`config.mk`:
```
export PLATFORM = sky130hd
export DESIGN_NAME = id_queue_decoder
export DESIGN_NICKNAME = d
export VERILOG_FILES = /design/src/rtl/id_queue_decoder.sv
export SDC_FILE = /design/constraint.sdc
export NUM_CORES = 1
export LEC_CHECK = 0
export BUFFER_PORTS_ARGS = -buffer_cell sky130_fd_sc_hd__buf_2
export CORE_MARGIN = 2
export CORE_UTILIZATION = 58
export DETAILED_ROUTE_END_ITERATION = 8
export PLACE_DENSITY = 0.8
export SETUP_SLACK_MARGIN = 0.1
export SYNTH_ARGS = -nofsm -noshare
export SYNTH_HDL_FRONTEND = slang
export SYNTH_SLANG_ARGS = --single-unit
```
`constraint.sdc`:
```
create_clock -name clk -period 5.7 [get_ports clk]
set_input_delay 0.57 -clock clk [delete_from_list [all_inputs] [get_ports clk]]
set_output_delay 0.57 -clock clk [all_outputs]
set_load 0.02 [all_outputs]
```
`src/rtl/id_queue_decoder.sv`:
```
// Fetch-to-decode instruction queue: a circular {pc, inst} buffer whose head is
// decoded (RV32I subset) and captured in a single registered output stage.
module id_queue_decoder #(
  parameter int DEPTH = 4,
  parameter int XLEN  = 32
) (
  input  logic                    clk,
  input  logic                    rst,
  input  logic                    rdy,
  input  logic                    flush,
  input  logic                    in_valid,
  output logic                    in_ready,
  input  logic [XLEN-1:0]         in_pc,
  input  logic [31:0]             in_inst,
  output logic                    out_valid,
  input  logic                    out_ready,
  output logic [XLEN-1:0]         out_pc,
  output logic [6:0]              out_opcode,
  output logic [2:0]              out_funct3,
  output logic                    out_alt,
  output logic [4:0]              out_rs1,
  output logic [4:0]              out_rs2,
  output logic [4:0]              out_rd,
  output logic                    out_re1,
  output logic                    out_re2,
  output logic                    out_we,
  output logic [XLEN-1:0]         out_imm,
  output logic                    out_illegal,
  output logic [$clog2(DEPTH):0]  count
);
  localparam int AW = $clog2(DEPTH);
  localparam int CW = AW + 1;

  localparam logic [6:0] OPC_LUI    = 7'b0110111;
  localparam logic [6:0] OPC_AUIPC  = 7'b0010111;
  localparam logic [6:0] OPC_JAL    = 7'b1101111;
  localparam logic [6:0] OPC_JALR   = 7'b1100111;
  localparam logic [6:0] OPC_BRANCH = 7'b1100011;
  localparam logic [6:0] OPC_LOAD   = 7'b0000011;
  localparam logic [6:0] OPC_STORE  = 7'b0100011;
  localparam logic [6:0] OPC_OPIMM  = 7'b0010011;
  localparam logic [6:0] OPC_OP     = 7'b0110011;

  logic [XLEN-1:0] pc_mem_r   [DEPTH];
  logic [31:0]     inst_mem_r [DEPTH];
  logic [AW-1:0]   wr_ptr_r;
  logic [AW-1:0]   rd_ptr_r;

  logic            push_s;
  logic            pop_s;
  logic [31:0]     head_inst_s;
  logic [XLEN-1:0] head_pc_s;
  logic [6:0]      opc_s;
  logic [2:0]      f3_s;
  logic [6:0]      f7_s;
  logic [31:0]     imm32_s;
  logic [XLEN-1:0] imm_s;
  logic            re1_raw_s;
  logic            re2_raw_s;
  logic            wr_raw_s;
  logic            ill_s;

  assign in_ready    = (count != CW'(DEPTH)) && rdy && !flush;
  assign push_s      = in_valid && in_ready;
  assign pop_s       = (count != {CW{1'b0}}) && rdy && !flush && (!out_valid || out_ready);
  assign head_inst_s = inst_mem_r[rd_ptr_r];
  assign head_pc_s   = pc_mem_r[rd_ptr_r];
  assign opc_s       = head_inst_s[6:0];
  assign f3_s        = head_inst_s[14:12];
  assign f7_s        = head_inst_s[31:25];

  // Decode the queue head: immediate format, register usage and legality.
  always_comb begin
    imm32_s   = 32'd0;
    re1_raw_s = 1'b0;
    re2_raw_s = 1'b0;
    wr_raw_s  = 1'b0;
    ill_s     = 1'b0;
    case (opc_s)
      OPC_LUI, OPC_AUIPC: begin
        imm32_s  = {head_inst_s[31:12], 12'd0};
        wr_raw_s = 1'b1;
      end
      OPC_JAL: begin
        imm32_s  = {{11{head_inst_s[31]}}, head_inst_s[31], head_inst_s[19:12],
                    head_inst_s[20], head_inst_s[30:21], 1'b0};
        wr_raw_s = 1'b1;
      end
      OPC_JALR: begin
        imm32_s   = {{20{head_inst_s[31]}}, head_inst_s[31:20]};
        re1_raw_s = 1'b1;
        wr_raw_s  = 1'b1;
      end
      OPC_BRANCH: begin
        imm32_s   = {{19{head_inst_s[31]}}, head_inst_s[31], head_inst_s[7],
                     head_inst_s[30:25], head_inst_s[11:8], 1'b0};
        re1_raw_s = 1'b1;
        re2_raw_s = 1'b1;
        ill_s     = (f3_s == 3'b010) || (f3_s == 3'b011);
      end
      OPC_LOAD: begin
        imm32_s   = {{20{head_inst_s[31]}}, head_inst_s[31:20]};
        re1_raw_s = 1'b1;
        wr_raw_s  = 1'b1;
        ill_s     = (f3_s == 3'b011) || (f3_s == 3'b110) || (f3_s == 3'b111);
      end
      OPC_STORE: begin
        imm32_s   = {{20{head_inst_s[31]}}, head_inst_s[31:25], head_inst_s[11:7]};
        re1_raw_s = 1'b1;
        re2_raw_s = 1'b1;
        ill_s     = (f3_s >= 3'b011);
      end
      OPC_OPIMM: begin
        re1_raw_s = 1'b1;
        wr_raw_s  = 1'b1;
        if (f3_s == 3'b001) begin
          imm32_s = {27'd0, head_inst_s[24:20]};
          ill_s   = (f7_s != 7'b0000000);
        end else if (f3_s == 3'b101) begin
          imm32_s = {27'd0, head_inst_s[24:20]};
          ill_s   = (f7_s != 7'b0000000) && (f7_s != 7'b0100000);
        end else begin
          imm32_s = {{20{head_inst_s[31]}}, head_inst_s[31:20]};
          ill_s   = 1'b0;
        end
      end
      OPC_OP: begin
        re1_raw_s = 1'b1;
        re2_raw_s = 1'b1;
        wr_raw_s  = 1'b1;
        ill_s     = !((f7_s == 7'b0000000) ||
                      ((f7_s == 7'b0100000) && ((f3_s == 3'b000) || (f3_s == 3'b101))));
      end
      default: begin
        ill_s = 1'b1;
      end
    endcase
    imm_s       = {XLEN{imm32_s[31]}};
    imm_s[31:0] = imm32_s;
  end

  // Queue storage write port; contents are not reset.
  always_ff @(posedge clk) begin
    if (!rst && push_s) begin
      pc_mem_r[wr_ptr_r]   <= in_pc;
      inst_mem_r[wr_ptr_r] <= in_inst;
    end
  end

  // Pointers, occupancy and output stage; rst beats flush, which beats push/pop.
  always_ff @(posedge clk) begin
    if (rst) begin
      wr_ptr_r    <= {AW{1'b0}};
      rd_ptr_r    <= {AW{1'b0}};
      count       <= {CW{1'b0}};
      out_valid   <= 1'b0;
      out_pc      <= {XLEN{1'b0}};
      out_opcode  <= 7'd0;
      out_funct3  <= 3'd0;
      out_alt     <= 1'b0;
      out_rs1     <= 5'd0;
      out_rs2     <= 5'd0;
      out_rd      <= 5'd0;
      out_re1     <= 1'b0;
      out_re2     <= 1'b0;
      out_we      <= 1'b0;
      out_imm     <= {XLEN{1'b0}};
      out_illegal <= 1'b0;
    end else if (rdy) begin
      if (flush) begin
        wr_ptr_r  <= {AW{1'b0}};
        rd_ptr_r  <= {AW{1'b0}};
        count     <= {CW{1'b0}};
        out_valid <= 1'b0;
      end else begin
        if (push_s) begin
          wr_ptr_r <= wr_ptr_r + AW'(1'b1);
        end
        if (pop_s) begin
          rd_ptr_r    <= rd_ptr_r + AW'(1'b1);
          out_valid   <= 1'b1;
          out_pc      <= head_pc_s;
          out_opcode  <= opc_s;
          out_funct3  <= f3_s;
          out_alt     <= head_inst_s[30];
          out_rs1     <= head_inst_s[19:15];
          out_rs2     <= head_inst_s[24:20];
          out_rd      <= head_inst_s[11:7];
          out_re1     <= re1_raw_s && !ill_s;
          out_re2     <= re2_raw_s && !ill_s;
          out_we      <= wr_raw_s && !ill_s && (head_inst_s[11:7] != 5'd0);
          out_imm     <= imm_s;
          out_illegal <= ill_s;
        end else if (out_valid && out_ready) begin
          out_valid <= 1'b0;
        end
        if (push_s && !pop_s) begin
          count <= count + CW'(1'b1);
        end else if (pop_s && !push_s) begin
          count <= count - CW'(1'b1);
        end
      end
    end
  end

endmodule

```
After elaboration in Yosys (flattened, before gate mapping)
Memories as Yosys holds them, arrays and structs flattened. A register that Yosys moved wholly into a read port is not among the register bits.
Index checks and enable logic that the tools add are counted.

operators by class
  add/subtract/negate cells = 4
  order comparisons = 1
  equal/unequal tests = 18
  muxes and demuxes = 23
  bitwise logic cells = 1
  reduce and logical (&&, ||, !) cells = 49

operators by type and width
  kind                   count
  $pmux W32 S6           1
  $mux W32               2
  $eq A7 B6 Y1 const B   4
  $eq A7 B7 Y1 const B   3
  $logic_and A1 B1 Y1    16
  $eq A7 B5 Y1 const B   2
  $mux W2                6
  $mux W1                10
  $eq A3 B3 Y1 const B   3
  $mux W3                3
  $reduce_bool A3 Y1     3
  $reduce_and A2 Y1      4
  $eq A7 B2 Y1 const B   1
  $logic_not A1 Y1       7
  $logic_not A7 Y1       1
  $ne A7 B6 Y1 const B   1
  $reduce_bool A7 Y1     1
  $reduce_or A7 Y1       1
  $eq A3 B2 Y1 const B   2
  $logic_or A1 B1 Y1     6
  $pmux W1 S6            1
  $reduce_or A6 Y1       1
  $reduce_bool A5 Y1     1
  $add A2 B1 Y2 const B  2
  12 further kinds       14

word-level totals
  register bits after elaboration = 70
  RAM bits = 256
  output and inout bits = 99
  memories kept = 2

memories
  name        depth  bits a word  read ports  clocked after memory_dff  write ports  line  source
  inst_mem_r  4      32           1           1                         1            45    logic [31:0] inst_mem_r [DEPTH];
  pc_mem_r    4      32           1           1                         1            44    logic [XLEN-1:0] pc_mem_r [DEPTH];

Longest topological paths before layout
  depth after elaboration = 9
  mapped depth = 12
  depth with buffers taken out = 9

Worst setup path before layout
OpenSTA, ideal clock, no wires.

  kind = input-to-reg
  start = input rdy
  end = memory inst_mem_r[0][0], enable pin
  setup time = 0.429 ns
  arrival = 2.770 ns
  required time = 5.271 ns
  slack = 2.501 ns
  cell stages on the path = 4
  buffers on the path = 0
  path through = nor2b_1 o311ai_1 nor2_1 and2_1

between the ends
  cells in the longest elaborated chain, start to end = 6

ends and longest elaborated chain
  item                              line  source
  start: declaration                9     input logic rdy,
  $logic_and A1 B1 Y1 (2 in a row)  63    assign in_ready = (count != CW'(DEPTH)) && rdy && !flush;
  $logic_and A1 B1 Y1               64    assign push_s = in_valid && in_ready;
  $logic_and A1 B1 Y1               144   if (!rst && push_s) begin
  $mux W1                           144
  $mux W1 (implied by the code)     146   inst_mem_r[wr_ptr_r] <= in_inst;
  end: declaration                  45

Every way passes these cells.

==> flow_metrics.env <==
export IMPL_io_buffers=168
export IMPL_dr_wl_met3_um=2190
export IMPL_synth_area_leader_cell="edfxtp_1"
export IMPL_cts_sinks=360
export IMPL_clk_latency_ps=530
export IMPL_synthTopCellsByArea="edfxtp_1 (57%), dfxtp_1 (15%), mux4_2 (10%)"
export IMPL_dp_final_hpwl_um=18500
export IMPL_drt_iter0_drc=951
export IMPL_drv_slew=0
export IMPL_vias=7971
export IMPL_power_density_mw_per_mm2=355
export IMPL_cts_clk_slew_worst_paths_ps=60
export IMPL_cellLeakagePower_uw=0.00560
export IMPL_setup_viol=0
export IMPL_start_kind="flop"
export IMPL_critical_path_endpoint_type="flop"
export IMPL_numCtsBuffers=37
export IMPL_place_inst=1259
export IMPL_cts_post_setup_buffers_inserted=0
export IMPL_io_pins=169
export IMPL_area_delta_synth_final_pct=17.5
export IMPL_stdcell_count=1330
export IMPL_cts_max_level=2
export IMPL_slowest_stage="dfxtp_1"
export IMPL_synth_area_per_cell_um2=16.0
export IMPL_syn_num_nets=918
export IMPL_die_w_um=156
export IMPL_drt_first_pass_iters=5
export IMPL_crit_path_cell_trace="buf_4 -> mux4_2 -> nand2b_1 -> a21o_1 -> a2111oi_4 -> and4_1 -> a221o_1"
export IMPL_finalCritPeriodShare_pct=62.6
export IMPL_arrival_ps=4040
export IMPL_highest_layer="met5"
export IMPL_wl_um=29400
export IMPL_ant_nets=0
export IMPL_fin_setup_tns_ps=0
export IMPL_hold_path_class="input pin to flop"
export IMPL_wl_per_cell_um=22.1
export IMPL_clk_path_buf_depth=3
export IMPL_core_area_mm2=0.0227
export IMPL_critical_path_class="flop to flop"
export IMPL_cts_root_buf="clkbuf_16"
export IMPL_die_area_mm2=0.0244
export IMPL_utilization_pct=69.6
export IMPL_path_buf_inv=1
export IMPL_grt_overflow=0
export IMPL_cp_top_family="compound AO/OA/AOI/OAI gates"
export IMPL_synth_seq_area_share_pct=72.6
export IMPL_max_freq_ghz=0.280
export IMPL_start_util_pct=59.2
export IMPL_cts_tree="yes"
export IMPL_wl_met2_um=13800
export IMPL_slew_limit_headroom_pct=28.7
export IMPL_synth_edf_count=256
export IMPL_hold_violations=0
export IMPL_synthCells=843
export IMPL_min_period_ps=3570
export IMPL_grt_max_degree=79
export IMPL_ys_types=56
export IMPL_wirelength_met1_um=12600
export IMPL_worstPathRequired_ps=6170
export IMPL_drc=0
export IMPL_status="finished, final reports clean"
export IMPL_ys_ff_latch=360
export IMPL_tightestPinTransition_ps=1060
export IMPL_rsz0062_at_grt="false"
export IMPL_std_cell_rows=55
export IMPL_drive_gt1_share_pct=30.3
export IMPL_synth_top_cell_area_share_pct=57.2
export IMPL_cap_violations=0
export IMPL_synth_commonest_cells="edfxtp_1 (256), nand2_1 (148), dfxtp_1 (104)"
export IMPL_place_congestion=0.853
export IMPL_n_fill_cell=1464
export IMPL_antenna_found_initial=6
export IMPL_num_nets_final=1088
export IMPL_grt_first_pass_wirelength_um=44800
export IMPL_synth_ff_type="edfxtp_1"
export IMPL_grt_pass1_vias=7863
export IMPL_max_stage_delay_ps=860
export IMPL_cts_hold_buf=0
export IMPL_grt_usage_pct=24.3
export IMPL_yosysWarnings=0
export IMPL_cp_max_fo=19
export IMPL_cts_resized=0
export IMPL_viasPerCell=5.99
export IMPL_async_flop_share_pct=0
export IMPL_synth_most_common_cell="edfxtp_1"
export IMPL_die_h_um=156
export IMPL_skew_ps=19.1
export IMPL_ir_drop_v=0.000320
export IMPL_syn_cell_area_mm2=0.0134
==> layout make-up <==
class	count	area (um^2)	share of cell area [%]
well taps	285	357	2.26
flip-flops and latches	360	9770	61.9
repair buffers	182	946	5.99
clock buffers	51	1080	6.84
inverters	7	26.3	0.166
multi-input cells	425	3450	21.8
clock inverters	15	158	0.998
diodes	5	12.5	0.0792
==> worst paths after layout <==
| kind | cells past startpoint | from | to | slack, ps |
|---|---|---|---|---|
| setup / recovery | 7 | flop | out_imm[22] | 2130 |
| hold / removal | 1 | in_pc[0] | pc_mem_r[0][0] | 250 |
| setup reg to reg | 7 | flop | out_imm[22] | 2130 |
| hold reg to reg | 2 | out_pc[5] | out_pc[5] | 450 |
==> state kept, by name (all words and copies together) (netlist names), 2 cells and up, named ones only <==
register and cells:
out_funct3 3, out_rs2 5, out_opcode 7, out_rs1 5, out_pc 32, wr_ptr_r 2, rd_ptr_r 2, inst_mem_r 128
out_imm 32, out_rd 5, pc_mem_r 128, count 3
==> stage by stage <==
step	total power, uW	hold WS, ps	cell area (um^2)	setup slack [ps]
2_1_floorplan	3130	518	13400	2500
3_3_place_gp	3250	439	14500	2330
3_5_place_dp	3260	443	14500	2250
4_1_cts	5640	230	15800	2200
5_1_grt	5770	237	15800	1990
6_report	5600	254	15800	2130
==> report_power, final <==
group	switching (uW)	total [uW]	internal (uW)	leakage [uW]
registers	24.6	2860	2840	0.00315
logic	220	344	124	0.00184
clock network	966	2400	1430	0.000612
total	1210	5600	4390	0.00560
==> cell usage in the layout, fill, tap and decap left out, drive strengths merged, types with 4 or more instances in the layout <==
cell type,instances
or3,4
a221o,12
diode,5
nand3,4
clkbuf,51
ha,4
a221oi,4
dfxtp,104
nor3,10
a21oi,75
o21ai,8
mux4,64
nor2,19
buf,182
a311oi,4
edfxtp,256
inv,8
nand2,148
a22o,16
and2,5
nor2b,4
clkinv,12
==> routing by layer <==
metal / up-vias / track usage [%]
li1: 3588 / -
met1: 3994 / 35.1
met2: 322 / 37.1
met3: 65 / 5.46
met4: 2 / 8.65
met5: - / 0
==> cells by family (layout without fill, tap and decap cells) <==
logic type	Yosys count	after routing	share of synthesized area, %
compound gates	139	139	6.97
flops	360	360	72.6
other cells	0	5	0
fa+ha+maj	5	5	0.521
buf+inv	58	255	1.89
simple gates	214	214	6.95
xor+xnor	2	2	0.130
mux	65	65	10.9
Power figures use the tool's default switching activity.
